--- config.mk ---
export PLATFORM = sky130hd
export DESIGN_NAME = io_hub
export DESIGN_NICKNAME = d
export VERILOG_FILES = /design/src/rtl/io_hub_pkg.sv /design/src/rtl/io_hub_btn_debounce.sv /design/src/rtl/io_hub.sv
export SDC_FILE = /design/constraint.sdc
export NUM_CORES = 1
export LEC_CHECK = 0
export ABC_AREA = 1
export CORE_ASPECT_RATIO = 1.25
export CORE_MARGIN = 2
export CORE_UTILIZATION = 47
export DETAILED_ROUTE_END_ITERATION = 12
export MAX_ROUTING_LAYER = met4
export PLACE_DENSITY = 0.75
export SLEW_MARGIN = 40
export SYNTH_ARGS = -nofsm -noshare
export SYNTH_HDL_FRONTEND = slang
export SYNTH_HIERARCHICAL = 1
export SYNTH_SLANG_ARGS = --single-unit
--- constraint.sdc ---
create_clock -name clock -period 2.1 [get_ports clock]
set_input_delay 0.315 -clock clock [delete_from_list [all_inputs] [get_ports clock]]
set_output_delay 0.315 -clock clock [all_outputs]
set_load 0.05 [all_outputs]
--- src/rtl/io_hub_pkg.sv ---
// Shared definitions for the io_hub memory-mapped I/O controller:
// register byte offsets inside the I/O window and BLINK_CTRL field positions.
package io_hub_pkg;

    localparam logic [4:0] OFS_SW         = 5'h00;
    localparam logic [4:0] OFS_BTN_LEVEL  = 5'h04;
    localparam logic [4:0] OFS_BTN_EVENT  = 5'h08;
    localparam logic [4:0] OFS_LED        = 5'h0C;
    localparam logic [4:0] OFS_SEG        = 5'h10;
    localparam logic [4:0] OFS_BLINK_CTRL = 5'h14;
    localparam logic [4:0] OFS_IRQ_MASK   = 5'h18;

    // BLINK_CTRL layout: enable in bit 0, half-period starting at bit 1.
    localparam int unsigned BLINK_EN_BIT  = 0;
    localparam int unsigned BLINK_PER_LSB = 1;

endpackage

--- src/rtl/io_hub_btn_debounce.sv ---
// One button channel: 2-flop synchroniser, stability counter, debounced
// level flop and a single-cycle pulse on the 0->1 transition of the level.
module btn_debounce #(
    parameter int unsigned DEB_CYCLES = 200000
) (
    input  logic clock,
    input  logic reset,
    input  logic btn_i,
    output logic level_o,
    output logic rise_o
);

    localparam int unsigned CNT_W = (DEB_CYCLES > 1) ? $clog2(DEB_CYCLES) : 1;
    localparam logic [CNT_W-1:0] CNT_LAST = CNT_W'(DEB_CYCLES - 1);

    logic             sync1_q, sync2_q;
    logic             level_q, level_d;
    logic [CNT_W-1:0] cnt_q, cnt_d;
    logic             flip;

    // Count consecutive cycles the synced input disagrees with the level.
    always_comb begin
        flip    = 1'b0;
        cnt_d   = '0;
        level_d = level_q;
        if (sync2_q != level_q) begin
            if (cnt_q == CNT_LAST) begin
                flip    = 1'b1;
                level_d = ~level_q;
            end else begin
                cnt_d = cnt_q + CNT_W'(1);
            end
        end
    end

    // Synchroniser, counter and level registers.
    always_ff @(posedge clock or negedge reset) begin
        if (!reset) begin
            sync1_q <= 1'b0;
            sync2_q <= 1'b0;
            cnt_q   <= '0;
            level_q <= 1'b0;
        end else begin
            sync1_q <= btn_i;
            sync2_q <= sync1_q;
            cnt_q   <= cnt_d;
            level_q <= level_d;
        end
    end

    assign level_o = level_q;
    assign rise_o  = flip & ~level_q;

endmodule

--- src/rtl/io_hub.sv ---
// io_hub: memory-mapped switch/button/LED/segment/blink controller.
// Optional event interrupt and IRQ_MASK register enabled by IO_HUB_IRQ_EN.
module io_hub
    import io_hub_pkg::*;
#(
    parameter int unsigned NUM_BTN    = 4,
    parameter int unsigned SW_W       = 24,
    parameter int unsigned LED_W      = 24,
    parameter int unsigned SEG_W      = 32,
    parameter int unsigned DEB_CYCLES = 200000,
    parameter int unsigned BLINK_W    = 24
) (
    input  logic               clock,
    input  logic               reset,
    input  logic               io_rd,
    input  logic               io_wr,
    input  logic [4:0]         io_addr,
    input  logic [31:0]        io_wdata,
    output logic [31:0]        io_rdata,
    input  logic [SW_W-1:0]    switch,
    input  logic [NUM_BTN-1:0] button,
    output logic [LED_W-1:0]   led_out,
    output logic [SEG_W-1:0]   seg_data,
    output logic               blink_out,
    output logic               irq
);

    localparam logic [2:0] W_SW    = OFS_SW[4:2];
    localparam logic [2:0] W_LEVEL = OFS_BTN_LEVEL[4:2];
    localparam logic [2:0] W_EVENT = OFS_BTN_EVENT[4:2];
    localparam logic [2:0] W_LED   = OFS_LED[4:2];
    localparam logic [2:0] W_SEG   = OFS_SEG[4:2];
    localparam logic [2:0] W_BLINK = OFS_BLINK_CTRL[4:2];
    localparam logic [2:0] W_MASK  = OFS_IRQ_MASK[4:2];

    logic [2:0]         word;
    logic               unused;
    logic [SW_W-1:0]    sw_sync1_q, sw_sync2_q;
    logic [NUM_BTN-1:0] btn_level, btn_rise;
    logic [NUM_BTN-1:0] event_q, event_d, ev_clr;
    logic [LED_W-1:0]   led_q;
    logic [SEG_W-1:0]   seg_q;
    logic               blink_en_q;
    logic [BLINK_W-1:0] blink_per_q;
    logic [BLINK_W-1:0] bcnt_q, bcnt_d;
    logic               blink_q, blink_d;
    logic [31:0]        mask_rd;
    logic               wr_event, wr_led, wr_seg, wr_blink;

    assign word   = io_addr[4:2];
    assign unused = ^{io_addr[1:0], io_wdata};

    assign wr_event = io_wr && (word == W_EVENT);
    assign wr_led   = io_wr && (word == W_LED);
    assign wr_seg   = io_wr && (word == W_SEG);
    assign wr_blink = io_wr && (word == W_BLINK);

    // Switch synchroniser.
    always_ff @(posedge clock or negedge reset) begin
        if (!reset) begin
            sw_sync1_q <= '0;
            sw_sync2_q <= '0;
        end else begin
            sw_sync1_q <= switch;
            sw_sync2_q <= sw_sync1_q;
        end
    end

    genvar g;
    generate
        for (g = 0; g < NUM_BTN; g++) begin : g_btn
            btn_debounce #(.DEB_CYCLES(DEB_CYCLES)) u_deb (
                .clock   (clock),
                .reset   (reset),
                .btn_i   (button[g]),
                .level_o (btn_level[g]),
                .rise_o  (btn_rise[g])
            );
        end
    endgenerate

    // Sticky event flags: W1C clear, a same-cycle rise takes priority.
    always_comb begin
        ev_clr  = wr_event ? io_wdata[NUM_BTN-1:0] : '0;
        event_d = (event_q & ~ev_clr) | btn_rise;
    end

    // Blink divider: counts 0..P-1, toggles the phase on wrap.
    always_comb begin
        bcnt_d  = bcnt_q;
        blink_d = blink_q;
        if (wr_blink) begin
            bcnt_d  = '0;
            blink_d = io_wdata[BLINK_EN_BIT] ? blink_q : 1'b0;
        end else if (!blink_en_q || (blink_per_q == '0)) begin
            bcnt_d  = '0;
            blink_d = 1'b0;
        end else if (bcnt_q == (blink_per_q - BLINK_W'(1))) begin
            bcnt_d  = '0;
            blink_d = ~blink_q;
        end else begin
            bcnt_d = bcnt_q + BLINK_W'(1);
        end
    end

    // CPU-writable registers, event flags and blink state.
    always_ff @(posedge clock or negedge reset) begin
        if (!reset) begin
            event_q     <= '0;
            led_q       <= '0;
            seg_q       <= '0;
            blink_en_q  <= 1'b0;
            blink_per_q <= '0;
            bcnt_q      <= '0;
            blink_q     <= 1'b0;
        end else begin
            event_q <= event_d;
            bcnt_q  <= bcnt_d;
            blink_q <= blink_d;
            if (wr_led) led_q <= io_wdata[LED_W-1:0];
            if (wr_seg) seg_q <= io_wdata[SEG_W-1:0];
            if (wr_blink) begin
                blink_en_q  <= io_wdata[BLINK_EN_BIT];
                blink_per_q <= io_wdata[BLINK_PER_LSB +: BLINK_W];
            end
        end
    end

`ifdef IO_HUB_IRQ_EN
    logic [NUM_BTN-1:0] mask_q;
    logic               irq_q;
    logic               wr_mask;

    assign wr_mask = io_wr && (word == W_MASK);

    // Interrupt mask and registered interrupt request.
    always_ff @(posedge clock or negedge reset) begin
        if (!reset) begin
            mask_q <= '0;
            irq_q  <= 1'b0;
        end else begin
            if (wr_mask) mask_q <= io_wdata[NUM_BTN-1:0];
            irq_q <= |(event_q & mask_q);
        end
    end

    assign irq     = irq_q;
    assign mask_rd = 32'(mask_q);
`else
    assign irq     = 1'b0;
    assign mask_rd = '0;
`endif

    // Read mux, zero when no read strobe or unmapped offset.
    always_comb begin
        io_rdata = '0;
        if (io_rd) begin
            case (word)
                W_SW:    io_rdata = 32'(sw_sync2_q);
                W_LEVEL: io_rdata = 32'(btn_level);
                W_EVENT: io_rdata = 32'(event_q);
                W_LED:   io_rdata = 32'(led_q);
                W_SEG:   io_rdata = 32'(seg_q);
                W_BLINK: io_rdata = 32'({blink_per_q, blink_en_q});
                W_MASK:  io_rdata = mask_rd;
                default: io_rdata = '0;
            endcase
        end
    end

    assign led_out   = led_q & ~{LED_W{blink_en_q & ~blink_q}};
    assign seg_data  = seg_q;
    assign blink_out = blink_q;

endmodule

==> summary.md <==
| Metric | Value |
|---|---|
| Status | `complete, but fails checks` |
| Failing checks | `negative setup slack` |
| Ys flop type | `dfrtp_1` |
| Ports | `159` |
| Most frequent cells in the layout | `nand2_1 (284), dfrtp_1 (232), nor2_1 (215)` |
| PD cells | `846 mW/mm^2` |
| Fin. Hold Viols | `0` |
| EDFF count, synth | `0` |
| Hold wc startpoint | `button[3]` |
| # setup viols final | `17` |
| Residual DRC | `0` |
| Buffer depth of the longest clock path | `3` |
| Sink Count | `approximately 240` |
| CTS tree | `built` |
| WL per Instance | `16.4 um` |
| Layout cells sized above 1 | `between 20% and 30%` |
| Vias | `10,438` |
| Max cap viols | `0` |
| Syn_nets | `1,522` |
| Largest net degree at the start of global routing | `63` |
| FF-to-FF Start | `blink_per_q[6]` |
| Clock root buffer master | `clkbuf_16` |
| Worst Tran Pin Value | `0.562 ns` |
| Fmax | `459 MHz` |
| Post-synthesis cell area | `0.0120 mm^2` |
| CP max stage cell | `dfrtp_2` |
| Commonest non-fill, non-tap cell in the layout | `nand2_1` |
| Row Count | `65` |
| Via/cell ratio | `5.14` |
| Antenna diodes | `0` |
| Syn Inst Count | `1,447` |
| I/O Buffers | `155` |
| Largest cells by area after synthesis | `dfrtp_1 (50%), nand2_1 (9.1%), nor2_1 (7.9%)` |
| Most used cell, CP | `nand2_1` |
| Leak | `7.31 nW` |
| Clock latency on the worst-skew pair | `roughly 0.53 ns` |
| Post-Route WL | `33.2 mm` |
| Fin area | `0.0162 mm^2` |
| Clock Skew | `0.0158 ns` |
| Htree depth | `1` |
| Hold Path Class | `in -> reg` |
| Kind of critical path | `reg -> reg` |
| CP cell instances | `nor2_4 > buf_4 > nand2_1 > nor2_4 > buf_4 > nand3_1 > nand2_1 > nand2_1 > inv_1 > nor2_1 > nand2_1 > nor2_2 > nand2_2 > nand2_4 > buf_12 > buf_12 > nor3_2` |
| Sequential area share after synthesis | `50.4%` |
| CTS buffer count | `25` |
| Unrepaired setup endpoints after global routing | `yes` |
| Finished Layout Cells | `2,031` |
| Worst setup margin | `-0.0788 ns` |
| Arr. time, crit path | `2.62 ns` |
| Slowest stage delay, CP | `0.46 ns` |
| Worst Setup SP | `blink_per_q[6]` |
| Max VDD drop | `0.716 mV` |
| Die width | `between 100 and 150 um` |
| Slew headroom | `a little over three fifths` |
| Placer Congestion | `0.913` |
| Initial antenna violation count | `0` |
| Die area | `between 0.02 and 0.03 mm^2` |
| Chip height | `183 um` |
| Yosys top cell by area | `dfrtp_1` |
| Core Box Area | `0.0252 mm^2` |
| Post-synth ARST share | `100%` |
| Number of global-route vias before repair | `10,342` |
| Part of the cycle the worst path needs | `104%` |
| Clock transition at path regs | `0.06 ns` |
| Router iterations before antenna repair | `5` |
| Remaining antenna violation count | `0` |
| Cells on Worst Hold Path | `1` |
| Crit start category | `flip-flop` |
| Global Route Usage Sum | `~25%` |
| Area delta synth->final | `34.6%` |
| Mean Syn Cell Area | `8.30 um^2` |
| First-pass GRT wire length | `52.2 mm` |
| Placed insts | `1,958` |
| Setup crit end kind | `flip-flop` |
| Overflow after GRT | `0` |
| Final Max Slew Viols | `0` |
| Initial core utilization | `47.6%` |
| Post-synth cell types | `38` |
| Initial DRC Count | `744` |
| Share of the synthesized area in the top cell type | `50.4%` |
| Worst Path Required | `2.55 ns` |
| Setup TNS | `-0.920 ns` |
| Crit-path max FO | `10` |
| Pre-CTS setup slack | `-0.285 ns` |
| Worst reg2reg path depth | `17` |
| DP Area | `0.0147 mm^2` |
| Dpl hpwl | `22.9 mm` |
| #FFs+latches synth | `242` |
| Fin nets | `approximately 1,800` |
| Synth warn | `6` |
| Minimum clock period | `2.18 ns` |
layout make-up:
| cell class | instances | area [um^2] |
|---|---|---|
| Fill cell | 2053 | 9060 |
| Sequential cell | 242 | 6070 |
| Multi-Input combinational cell | 997 | 5520 |
| Timing Repair Buffer | 234 | 2640 |
| Clock buffer | 34 | 689 |
| Inverter | 177 | 664 |
| Tap cell | 335 | 419 |
| Clock inverter | 12 | 146 |
repair_timing:
| action | CTS | global route |
|---|---|---|
| setup buffers | 13 | 14 |
| gates resized for setup | 59 | 71 |
| pin swaps | 22 | 29 |
| setup endpoints to repair | 83 | 57 |
| hold buffers | 1 | 0 |
| endpoints found under the hold margin | 54 | 0 |
| cloned | 4 | 0 |
flip-flops by register name, indices dropped and copies added, names as in the netlist:
| signal | count |
|---|---|
| blink_per_q | 24 |
| blink_out | 1 |
| event_q | 4 |
| g_btn.u_deb/sync1_q | 4 |
| sw_sync2_q | 24 |
| led_q | 24 |
| blink_en_q | 1 |
| seg_data | 32 |
| g_btn.u_deb/sync2_q | 4 |
| bcnt_q | 24 |
| g_btn.u_deb/cnt_q | 72 |
| sw_sync1_q | 24 |
| g_btn.u_deb/level_o | 4 |
cell usage after synthesis (4+ instances only):
cell      instances
ha_1              6
o21a_1            4
nor3_1           22
inv_1           173
nand2_1         290
o21ai_1           4
nand2_2          17
inv_2             4
nand3b_1          7
nand2_4           4
a221oi_1         24
dfrtp_1         242
nand4_1          18
a21oi_1          20
nand3_2           9
nor2_1          253
clkbuf_1         28
o21ai_0         105
a31oi_1           4
nor4_1            4
xor2_1           52
a21oi_2           4
nand3_1          62
nor2_2           23
xnor2_1          35
nor2_4           14
path summary, 6_finish.rpt:
kind                                          end  slack [ns]
setup reg to reg                        bcnt_q[4]       -0.08
hold / removal             g_btn[3].u_deb/sync1_q        0.22
hold reg to reg                     sw_sync2_q[8]        0.35
setup / recovery                        bcnt_q[4]       -0.08
max in group asynchronous          sw_sync2_q[11]        1.11
min in group asynchronous             seg_data[7]        0.32
metal layers:
layer,part of all wire (%),GRT usage (%),up-vias,wire [um]
met5,0,-,-,0
met2,52,44.5,275,17300
met3,4.8,3.45,85,1580
li1,-,-,5039,-
met4,3.8,9.04,0,1270
met1,39,29.0,5039,13100
power by group:
group          leakage [nW]  internal (mW)  switching [mW]
sequential             3.10           5.06           0.395
clock                 0.404           2.68            1.85
combinational          3.81           1.37            2.31
total                  7.31           9.11            4.56
critical path, delay by kind of cell, from the launching register on:
| kind | cells | cell delay, ns |
|---|---|---|
| buffers and inverters | 5 | 0.58 |
| AND/OR/NAND/NOR | 12 | 1.05 |
| flip-flops | 1 | 0.46 |
stage by stage:
| stage | utilization (%) | total power, mW | hold slack [ns] |
|---|---|---|---|
| 2_1_floorplan | - | 7.46 | 0.0194 |
| 3_3_place_gp | 58.3 | 8.82 | 0.292 |
| 3_5_place_dp | 58.3 | 8.89 | 0.292 |
| 4_1_cts | 63.3 | 13.6 | 0.210 |
| 5_1_grt | 64.1 | 14.2 | 0.217 |
| 6_report | 64.1 | 13.7 | 0.222 |
logic make-up (layout without fill, tap and decap cells):
| kind of cell | count (synthesis) | in the layout | synth area share, % |
|---|---|---|---|
| AND/OR/NAND/NOR | 729 | 729 | 27.2 |
| flip-flops | 242 | 242 | 50.4 |
| buffers and inverters | 208 | 457 | 6.69 |
| AO/OA/AOI/OAI | 171 | 171 | 8.22 |
| XOR/XNOR | 90 | 90 | 6.75 |
| adder cells (fa/ha/maj) | 6 | 6 | 0.625 |
| other | 1 | 1 | 0.0312 |
Note: power is estimated with default switching activity, not from simulation.
